## src/rtl/matmul_host_sequencer.sv

```systemverilog
// rtl/matmul_host_sequencer.sv - host-side load/run/unload sequencer for the matmul memory port
module matmul_host_sequencer #(
    parameter int DWIDTH       = 8,
    parameter int MAT_MUL_SIZE = 16,
    parameter int AWIDTH       = 7,
    parameter int A_WORDS      = 32,
    parameter int B_WORDS      = 32,
    parameter int C_WORDS      = 32,
    parameter int WR_ADDR_LEAD = 2,
    parameter int RD_LATENCY   = 4,
    parameter int FIFO_DEPTH   = 8
) (
    input  logic                           clk,
    input  logic                           reset,
    input  logic                           cmd_start,
    output logic                           busy,
    output logic                           cmd_done,
    input  logic                           in_valid,
    output logic                           in_ready,
    input  logic [MAT_MUL_SIZE*DWIDTH-1:0] in_data,
    output logic                           out_valid,
    input  logic                           out_ready,
    output logic [MAT_MUL_SIZE*DWIDTH-1:0] out_data,
    output logic                           out_last,
    output logic [MAT_MUL_SIZE*DWIDTH-1:0] data_pi,
    output logic [AWIDTH-1:0]              addr_pi,
    output logic                           we_a,
    output logic                           we_b,
    output logic                           we_c,
    output logic                           enable_writing_to_mem,
    output logic                           enable_reading_from_mem,
    output logic                           start_mat_mul,
    input  logic                           done_mat_mul,
    input  logic [MAT_MUL_SIZE*DWIDTH-1:0] data_from_out_mat
);
    localparam int WW = MAT_MUL_SIZE * DWIDTH;
    localparam int PW = (FIFO_DEPTH > 1) ? $clog2(FIFO_DEPTH) : 1;
    localparam int CW = $clog2(FIFO_DEPTH + 1);
    localparam int OW = $clog2(RD_LATENCY + 1);
    localparam int FW = $clog2(WR_ADDR_LEAD + 1);

    generate
        if (A_WORDS > (1 << AWIDTH) || B_WORDS > (1 << AWIDTH) || C_WORDS > (1 << AWIDTH)
            || FIFO_DEPTH < RD_LATENCY + 1 || WR_ADDR_LEAD < 1 || RD_LATENCY < 1) begin : g_bad_params
            $error("matmul_host_sequencer: illegal parameter combination");
        end
    endgenerate

    typedef enum logic [2:0] {
        S_IDLE, S_LOAD_A, S_LOAD_B, S_FLUSH_W, S_RUN, S_READ_C, S_DRAIN
    } state_t;

    state_t                 state;
    logic [AWIDTH-1:0]      wr_idx;
    logic [AWIDTH-1:0]      rd_idx;
    logic [AWIDTH-1:0]      out_idx;
    logic [FW-1:0]          flush_cnt;
    logic [OW-1:0]          rd_out;
    logic [RD_LATENCY-1:0]  rd_tag;
    logic [WR_ADDR_LEAD-1:0] we_a_pipe;
    logic [WR_ADDR_LEAD-1:0] we_b_pipe;
    logic [WW-1:0]          wd_pipe [WR_ADDR_LEAD];
    logic [WW-1:0]          fifo_mem [FIFO_DEPTH];
    logic [PW-1:0]          fifo_wptr;
    logic [PW-1:0]          fifo_rptr;
    logic [CW-1:0]          fifo_count;

    logic loading, in_beat, rd_room, rd_issue, fifo_push, fifo_pop, drain_done;

    // Read issue is throttled so every in-flight read already owns a FIFO slot.
    assign loading    = (state == S_LOAD_A) || (state == S_LOAD_B);
    assign in_beat    = in_valid && loading;
    assign rd_room    = (int'(rd_out) + int'(fifo_count)) < FIFO_DEPTH;
    assign rd_issue   = (state == S_READ_C) && rd_room;
    assign fifo_push  = rd_tag[RD_LATENCY-1];
    assign fifo_pop   = out_valid && out_ready;
    assign drain_done = (state == S_DRAIN) && (rd_out == '0) && (fifo_count == '0);

    assign busy                    = (state != S_IDLE);
    assign cmd_done                = drain_done;
    assign in_ready                = loading;
    assign enable_writing_to_mem   = loading;
    assign enable_reading_from_mem = (state == S_READ_C) || ((state == S_DRAIN) && (rd_out != '0));
    // Matmul enables fall in the done cycle itself, so they depend on the input directly.
    assign start_mat_mul           = (state == S_RUN) && !done_mat_mul;
    assign we_c                    = (state == S_RUN) && !done_mat_mul;
    assign data_pi                 = wd_pipe[WR_ADDR_LEAD-1];
    assign we_a                    = we_a_pipe[WR_ADDR_LEAD-1];
    assign we_b                    = we_b_pipe[WR_ADDR_LEAD-1];
    assign out_valid               = (fifo_count != '0);
    assign out_data                = out_valid ? fifo_mem[fifo_rptr] : '0;
    assign out_last                = out_valid && (out_idx == AWIDTH'(C_WORDS - 1));

    // Address mux: current write index while loading, current read index while reading.
    always_comb begin
        addr_pi = '0;
        if (loading)
            addr_pi = wr_idx;
        else if (state == S_READ_C)
            addr_pi = rd_idx;
    end

    // Command sequencing and word counters.
    always_ff @(posedge clk) begin
        if (reset) begin
            state     <= S_IDLE;
            wr_idx    <= '0;
            rd_idx    <= '0;
            flush_cnt <= '0;
        end else begin
            case (state)
                S_IDLE: begin
                    if (cmd_start) begin
                        state  <= S_LOAD_A;
                        wr_idx <= '0;
                    end
                end
                S_LOAD_A: begin
                    if (in_beat) begin
                        if (wr_idx == AWIDTH'(A_WORDS - 1)) begin
                            wr_idx <= '0;
                            state  <= S_LOAD_B;
                        end else begin
                            wr_idx <= wr_idx + AWIDTH'(1);
                        end
                    end
                end
                S_LOAD_B: begin
                    if (in_beat) begin
                        if (wr_idx == AWIDTH'(B_WORDS - 1)) begin
                            flush_cnt <= '0;
                            state     <= S_FLUSH_W;
                        end else begin
                            wr_idx <= wr_idx + AWIDTH'(1);
                        end
                    end
                end
                S_FLUSH_W: begin
                    if (flush_cnt == FW'(WR_ADDR_LEAD))
                        state <= S_RUN;
                    else
                        flush_cnt <= flush_cnt + FW'(1);
                end
                S_RUN: begin
                    if (done_mat_mul) begin
                        rd_idx <= '0;
                        state  <= S_READ_C;
                    end
                end
                S_READ_C: begin
                    if (rd_issue) begin
                        if (rd_idx == AWIDTH'(C_WORDS - 1))
                            state <= S_DRAIN;
                        else
                            rd_idx <= rd_idx + AWIDTH'(1);
                    end
                end
                S_DRAIN: begin
                    if (drain_done)
                        state <= S_IDLE;
                end
                default: state <= S_IDLE;
            endcase
        end
    end

    // Write-data delay line and read-tag pipe that align with the memory's latencies.
    always_ff @(posedge clk) begin
        if (reset) begin
            rd_tag    <= '0;
            rd_out    <= '0;
            we_a_pipe <= '0;
            we_b_pipe <= '0;
            for (int i = 0; i < WR_ADDR_LEAD; i++)
                wd_pipe[i] <= '0;
        end else begin
            rd_tag[0]    <= rd_issue;
            we_a_pipe[0] <= in_beat && (state == S_LOAD_A);
            we_b_pipe[0] <= in_beat && (state == S_LOAD_B);
            wd_pipe[0]   <= in_beat ? in_data : '0;
            for (int i = 1; i < RD_LATENCY; i++)
                rd_tag[i] <= rd_tag[i-1];
            for (int i = 1; i < WR_ADDR_LEAD; i++) begin
                we_a_pipe[i] <= we_a_pipe[i-1];
                we_b_pipe[i] <= we_b_pipe[i-1];
                wd_pipe[i]   <= wd_pipe[i-1];
            end
            if (rd_issue && !fifo_push)
                rd_out <= rd_out + OW'(1);
            else if (!rd_issue && fifo_push)
                rd_out <= rd_out - OW'(1);
        end
    end

    // Output FIFO; pop counter marks the final C word.
    always_ff @(posedge clk) begin
        if (reset) begin
            fifo_wptr  <= '0;
            fifo_rptr  <= '0;
            fifo_count <= '0;
            out_idx    <= '0;
        end else begin
            if (fifo_push) begin
                fifo_mem[fifo_wptr] <= data_from_out_mat;
                fifo_wptr <= (fifo_wptr == PW'(FIFO_DEPTH - 1)) ? '0 : fifo_wptr + PW'(1);
            end
            if (fifo_pop)
                fifo_rptr <= (fifo_rptr == PW'(FIFO_DEPTH - 1)) ? '0 : fifo_rptr + PW'(1);
            if (fifo_push && !fifo_pop)
                fifo_count <= fifo_count + CW'(1);
            else if (!fifo_push && fifo_pop)
                fifo_count <= fifo_count - CW'(1);
            if (state == S_IDLE)
                out_idx <= '0;
            else if (fifo_pop && out_idx != AWIDTH'(C_WORDS - 1))
                out_idx <= out_idx + AWIDTH'(1);
        end
    end

    a_fifo_no_overflow: assert property (@(posedge clk) disable iff (reset)
        !(fifo_push && !fifo_pop && fifo_count == CW'(FIFO_DEPTH)));

endmodule

```

## config.mk

```make
export PLATFORM = sky130hd
export DESIGN_NAME = matmul_host_sequencer
export DESIGN_NICKNAME = d
export VERILOG_FILES = /design/src/rtl/matmul_host_sequencer.sv
export SDC_FILE = /design/constraint.sdc
export NUM_CORES = 1
export LEC_CHECK = 0
export BUFFER_PORTS_ARGS = -buffer_cell sky130_fd_sc_hd__buf_2
export CAP_MARGIN = 20
export CORE_UTILIZATION = 63
export DETAILED_ROUTE_END_ITERATION = 16
export PLACE_DENSITY = 0.85
export SLEW_MARGIN = 25
export SYNTH_ARGS = -nofsm -noshare
export SYNTH_HDL_FRONTEND = slang
export SYNTH_SLANG_ARGS = --single-unit
```

## constraint.sdc

```tcl
create_clock -name clk -period 45.8 [get_ports clk]
set_clock_uncertainty 0.1 [all_clocks]
set_input_delay 13.74 -clock clk [delete_from_list [all_inputs] [get_ports clk]]
set_output_delay 13.74 -clock clk [all_outputs]
set_load 0.02 [all_outputs]
```

**Yosys cells after proc, flatten, opt, wreduce, memory -nomap -nowiden**

Memory sizes are Yosys's and may differ from the RTL's. A register that Yosys moved wholly into a read port is not among the register bits.
Index checks and enable logic that the tools add are counted.

- Logic and storage cells: 136
- RAM bits: 1280
- Flip-flop bits (word level): 47
- Memories: 2
- Output and inout bits: 274

Memories:

| memory | depth | bits a word | read ports | clocked after Yosys merged registers in | write ports | line | RTL |
|---|---|---|---|---|---|---|---|
| fifo_mem | 8 | 128 | 1 | 1 | 1 | 63 | `logic [WW-1:0] fifo_mem [FIFO_DEPTH];` |
| wd_pipe | 2 | 128 | 2 | 0 | 2 | 62 | `logic [WW-1:0] wd_pipe [WR_ADDR_LEAD];` |

- Bitwise gates (word level): 2
- Reduce and logical (&&, ||, !) cells: 37
- Magnitude comparators: 1
- Equal/unequal tests: 26
- Mux-type cells: 45
- Add/sub/neg operators: 11

Operators by type and width:

| cell | number |
|---|---|
| two-way mux 128 bit | 4 |
| two-way mux 7 bit | 10 |
| two-way mux 3 bit | 16 |
| adder 7 x 1 -> 7 bit (second input constant) | 3 |
| == test 7 x 5 -> 1 bit (second input constant) | 3 |
| case mux 3 bit (7 select lines) | 1 |
| case mux 7 bit (3 select lines) | 1 |
| inequality test 2 bit (second input constant) | 10 |
| == test 3 bit (second input constant) | 5 |
| logical AND 1 bit | 15 |
| case mux 7 bit (2 select lines) | 1 |
| AND reduction 10 bit | 1 |
| adder 3 x 1 -> 3 bit (second input constant) | 3 |
| nonzero test 3 bit | 3 |
| two-way mux 4 bit | 2 |
| AND reduction 4 bit | 2 |
| nonzero test 2 bit | 4 |
| inequality test 7 x 5 -> 1 bit (second input constant) | 1 |
| == test 3 x 2 -> 1 bit (second input constant) | 2 |
| zero test 3 bit | 2 |
| two-way mux 1 bit | 6 |
| two-way mux 2 bit | 3 |
| inequality test 2 x 1 -> 1 bit (second input constant) | 3 |
| adder 3 x 4 -> 5 bit | 1 |
| other kinds (15) | 20 |

**Depth between registers and ports, before layout**

- Depth in word-level cells: 7
- Gate-level depth with buffers: 11
- Depth with buffers taken out: 10

**Worst setup path before layout**

No wires, ideal clock.

- Path kind: in2out
- Start: input done_mat_mul
- End: output we_c
- Stages: 2
- Arrival time: 14918 ps
- Slack: 17042 ps
- Buffers on the path: 1
- Path through: nor4b_1 -> buf_4

- Longest elaborated chain between the ends: 2

RTL lines:

| element | line | RTL |
|---|---|---|
| start, declared | 33 | `input logic done_mat_mul,` |
| zero test 1 bit | 86 | `assign we_c = (state == S_RUN) && !done_mat_mul;` |
| logical AND 1 bit | 86 |  |
| end, declared | 29 | `output logic we_c,` |

No other way between the ends.

**Final worst setup path**

Same ends and word-level chain as after synthesis.

==> summary.md <==
| Metric | Value |
|---|---|
| Die Wd | 281.1 µm |
| Critical path class | in2out |
| HP Class | reg2reg |
| Sw frac | 0.2738 |
| HP Start | wd_pipe[0][67] |
| Layout cells sized above 1 | 0.3246 |
| P_sw | between 0.0007 and 0.0008 W |
| Via density | between 6 and 7 |
| Core area | ~76000 µm² |
| MaxCap Viol Count | 0 |
| P_int | 0.002117 W |
| DIE AREA | about 80000 µm² |
| # DRC | 0 |
| GRT Util Overall | 0.2860 |
| Critical Path, Cell by Cell | buf_2 -> nor4b_1 -> buf_2 |
| Main synth FF type | edfxtp_1 |
| Comb power frac | 0.187 |
| Clock buffer depth | 3 |
| # H-tree levels | 4 |
| Hold path endpoint | wd_pipe[0][195] |
| Iter 0 DRT Violations | 2142 |
| Final Wtd Congestion | around 0.85 |
| Vias | between 20000 and 30000 |
| Slew Limit Fails | 0 |
| TNS Setup | 0 ns |
| Crit path DAT | between 10 and 15 ns |
| Total gr overflow | 0 |
| Worst-margin pin slew | between 1 and 1.5 ns |
| Setup-failing EPs final | 0 |
| Ys async rst share | 0 |
| Synth-to-layout area growth | 14.56% |
| Nets | ~3300 |
| Initial antenna violation count | 37 |
| Setup WS pre-CTS | ~17 ns |
| Crit path top cell by count | buf_2 |
| DP Wirelength | 62300 µm |
| Area leader, netlist | edfxtp_1 |
| Fin crit period | approximately 29 ns |
| CP endpoint kind | output port |
| Commonest cells post-synth | edfxtp_1, dfxtp_1, mux4_2 |
| CTS tree | yes |
| First-pass DRT Iterations | 5 |
| R2R Path End | fifo_mem[6][94] |
| Starting Density | 0.6419 |
| Pin count of the biggest net entering global routing | ~140 |
| Hold-fix buffers at CTS | 0 |
| Leak | roughly 20 nW |
| Post-Synthesis Cells | 2594 |
| Post-Syn Area | 49080 µm² |
| FMAX | 34.90 MHz |
| Worst-skew pair later-pin latency | slightly above 0.7 ns |
| Register area share after synthesis | 0.7514 |
| Worst reg2reg startpoint | rd_tag[3] |
| Reg power frac | 0.459 |
| CP max FO | 4 |
| Synth cell types | 56 |
| Status | complete, no violations |
| Power Density | just over 50 nW/µm² |
| WP data required | between 30 and 40 ns |
| Synth Net Count | between 2000 and 3000 |
| Relative slew slack | 0.2389 |
| Vias in the first global route | about 27000 |
| Warnings from Yosys | 0 |
| Final Hold Fails | 0 |
| Worst reg2reg path depth | 3 |
| CP max stage delay | 0.64 ns |
| Synth top area cells | edfxtp_1, dfxtp_1, mux4_2 |
| Clock-pin slew on the worst setup and hold paths | about 0.060 ns |
| Post-synth EDFFs | between 1000 and 1500 |
| DR WL/cell | roughly 27 µm |
| Critical-path top delay cell | nor4b_1 |
| Post-CTS setup repair buffer count | 0 |
| Max rail drop VDD | 0.05351 mV |
| Yosys top cell area share | 0.6265 |
| Clk pwr share | 0.353 |
| Tcrit/Tclk final | 0.6256 |
| Crit path buffers/inverters | 2 |
| Synthesis-stage register bit count | 1330 |
| RSZ-0062 raised after global routing | false |
| Filler cell count in the final layout | around 4100 |
| Post-route ant nets | 0 |
| Num CTS Buffers | 130 |
| Top-count cell post-synth | edfxtp_1 |
| Final WL | roughly 110000 µm |
| Site row count | ~100 |
| Input/output buffers | 535 |
| Setup crit start kind | input pin |
| R2R Setup Slk | 42.70 ns |
| IO Count | around 540 |
| Setup WS post-layout | 17.15 ns |
| CTS Root Cell | clkbuf_16 |
| Top delay family on crit path | simple AND/OR/NAND/NOR gates |
| CTS resizes | 0 |
| CTS Sinks | roughly 1300 |
| Avg Inst Size Synth | approximately 19 µm² |
| First-pass GRT wire length | 162800 µm |
| DIE HEIGHT | 281.1 µm |
| Hold depth | 1 |
worst max-delay path by stage:
stage / slack (ns) / cells after the start / start / to
after floorplan: 17.04 / 2 / done_mat_mul / we_c
after global placement: 17.05 / 3 / done_mat_mul / start_mat_mul
after detailed placement: 17.17 / 3 / done_mat_mul / we_c
after CTS: 17.13 / 3 / done_mat_mul / we_c
after global routing: 17.11 / 3 / done_mat_mul / we_c
final: 17.15 / 3 / done_mat_mul / we_c
per-layer routing:
metal	track usage	vias to the layer above	routed length, µm
met5	0	-	204
met4	0.1602	30	4504
met3	0.07440	282	11000
met2	0.4922	1448	59140
met1	0.3250	12740	38210
li1	-	10720	-
through the flow:
step           instances  power, W  cell area (µm²)  hold WS, ns  utilization
3_5_place_dp        3936  0.001900            51930       0.3204       0.6792
3_3_place_gp        3934  0.001888            51890       0.3166       0.6788
4_1_cts             4170  0.002926            56050       0.3341       0.7331
5_1_grt             4192  0.003003            56210       0.3465       0.7352
2_1_floorplan       2594  0.001726            49080       0.3138            -
6_report            4196  0.002915            56220       0.3318       0.7354
power groups by stage:
stage | registers (W) | logic, W | clock network [W]
after detailed placement | 0.00136 | 0.000535 | 0
after CTS | 0.00134 | 0.000545 | 0.00104
after global placement | 0.00136 | 0.000524 | 0
after global routing | 0.00134 | 0.000576 | 0.00109
final | 0.00134 | 0.000546 | 0.00103
after floorplan | 0.00135 | 0.000377 | 0
state kept, by name, indices dropped and copies added, names as in the netlist, 4 cells and up, named ones only:
signal	count
fifo_mem	1024
out_idx	7
rd_idx	7
wd_pipe	256
rd_tag	4
wr_idx	7
fifo_count	4
cell type report:
| class | instances | area, µm² | area share |
|---|---|---|---|
| Timing Repair Buffer | 573 | 3108 | 0.05528 |
| Sequential cell | 1330 | 36890 | 0.6561 |
| Multi-Input combinational cell | 997 | 10730 | 0.1908 |
| Inverter | 11 | 41.29 | 0.0007344 |
| Antenna cell | 21 | 52.55 | 0.0009347 |
| Tap cell | 1030 | 1289 | 0.02292 |
| Clock buffer | 175 | 3568 | 0.06347 |
| Clock inverter | 59 | 549.3 | 0.009770 |
cell usage in the layout (no fill, tap or decap), types with 5 or more instances in the layout:
| master | n |
|---|---|
| o21ai_0 | 10 |
| mux2i_1 | 135 |
| bufinv_16 | 7 |
| a21oi_1 | 17 |
| mux4_2 | 256 |
| diode_2 | 21 |
| buf_2 | 534 |
| xor2_1 | 9 |
| ha_1 | 14 |
| xnor2_1 | 8 |
| clkbuf_16 | 134 |
| edfxtp_1 | 1024 |
| inv_1 | 10 |
| clkinv_2 | 11 |
| nor2_4 | 7 |
| a21o_1 | 5 |
| nor3_1 | 8 |
| dfxtp_1 | 303 |
| nand2_1 | 15 |
| buf_12 | 5 |
| clkinv_1 | 29 |
| nor2_1 | 170 |
| and2_1 | 129 |
| or3_1 | 8 |
| clkinv_8 | 6 |
| nand3_1 | 9 |
| clkbuf_8 | 6 |
| clkbuf_1 | 34 |
| nand2b_1 | 7 |
| buf_4 | 30 |
| a22o_1 | 7 |
| nor2b_1 | 136 |
cells by family (layout without fill, tap and decap cells):
| kind of cell | after synthesis | in the layout | share of synthesized area |
|---|---|---|---|
| buffers and inverters | 267 | 818 | 0.03156 |
| adder cells (fa/ha/maj) | 16 | 16 | 0.004385 |
| AND/OR/NAND/NOR | 514 | 514 | 0.05601 |
| XOR/XNOR | 17 | 17 | 0.003034 |
| other | 0 | 21 | 0 |
| flip-flops | 1330 | 1330 | 0.7514 |
| multiplexers | 391 | 391 | 0.1450 |
| AO/OA/AOI/OAI | 59 | 59 | 0.008643 |
Power figures use the tool's default switching activity.
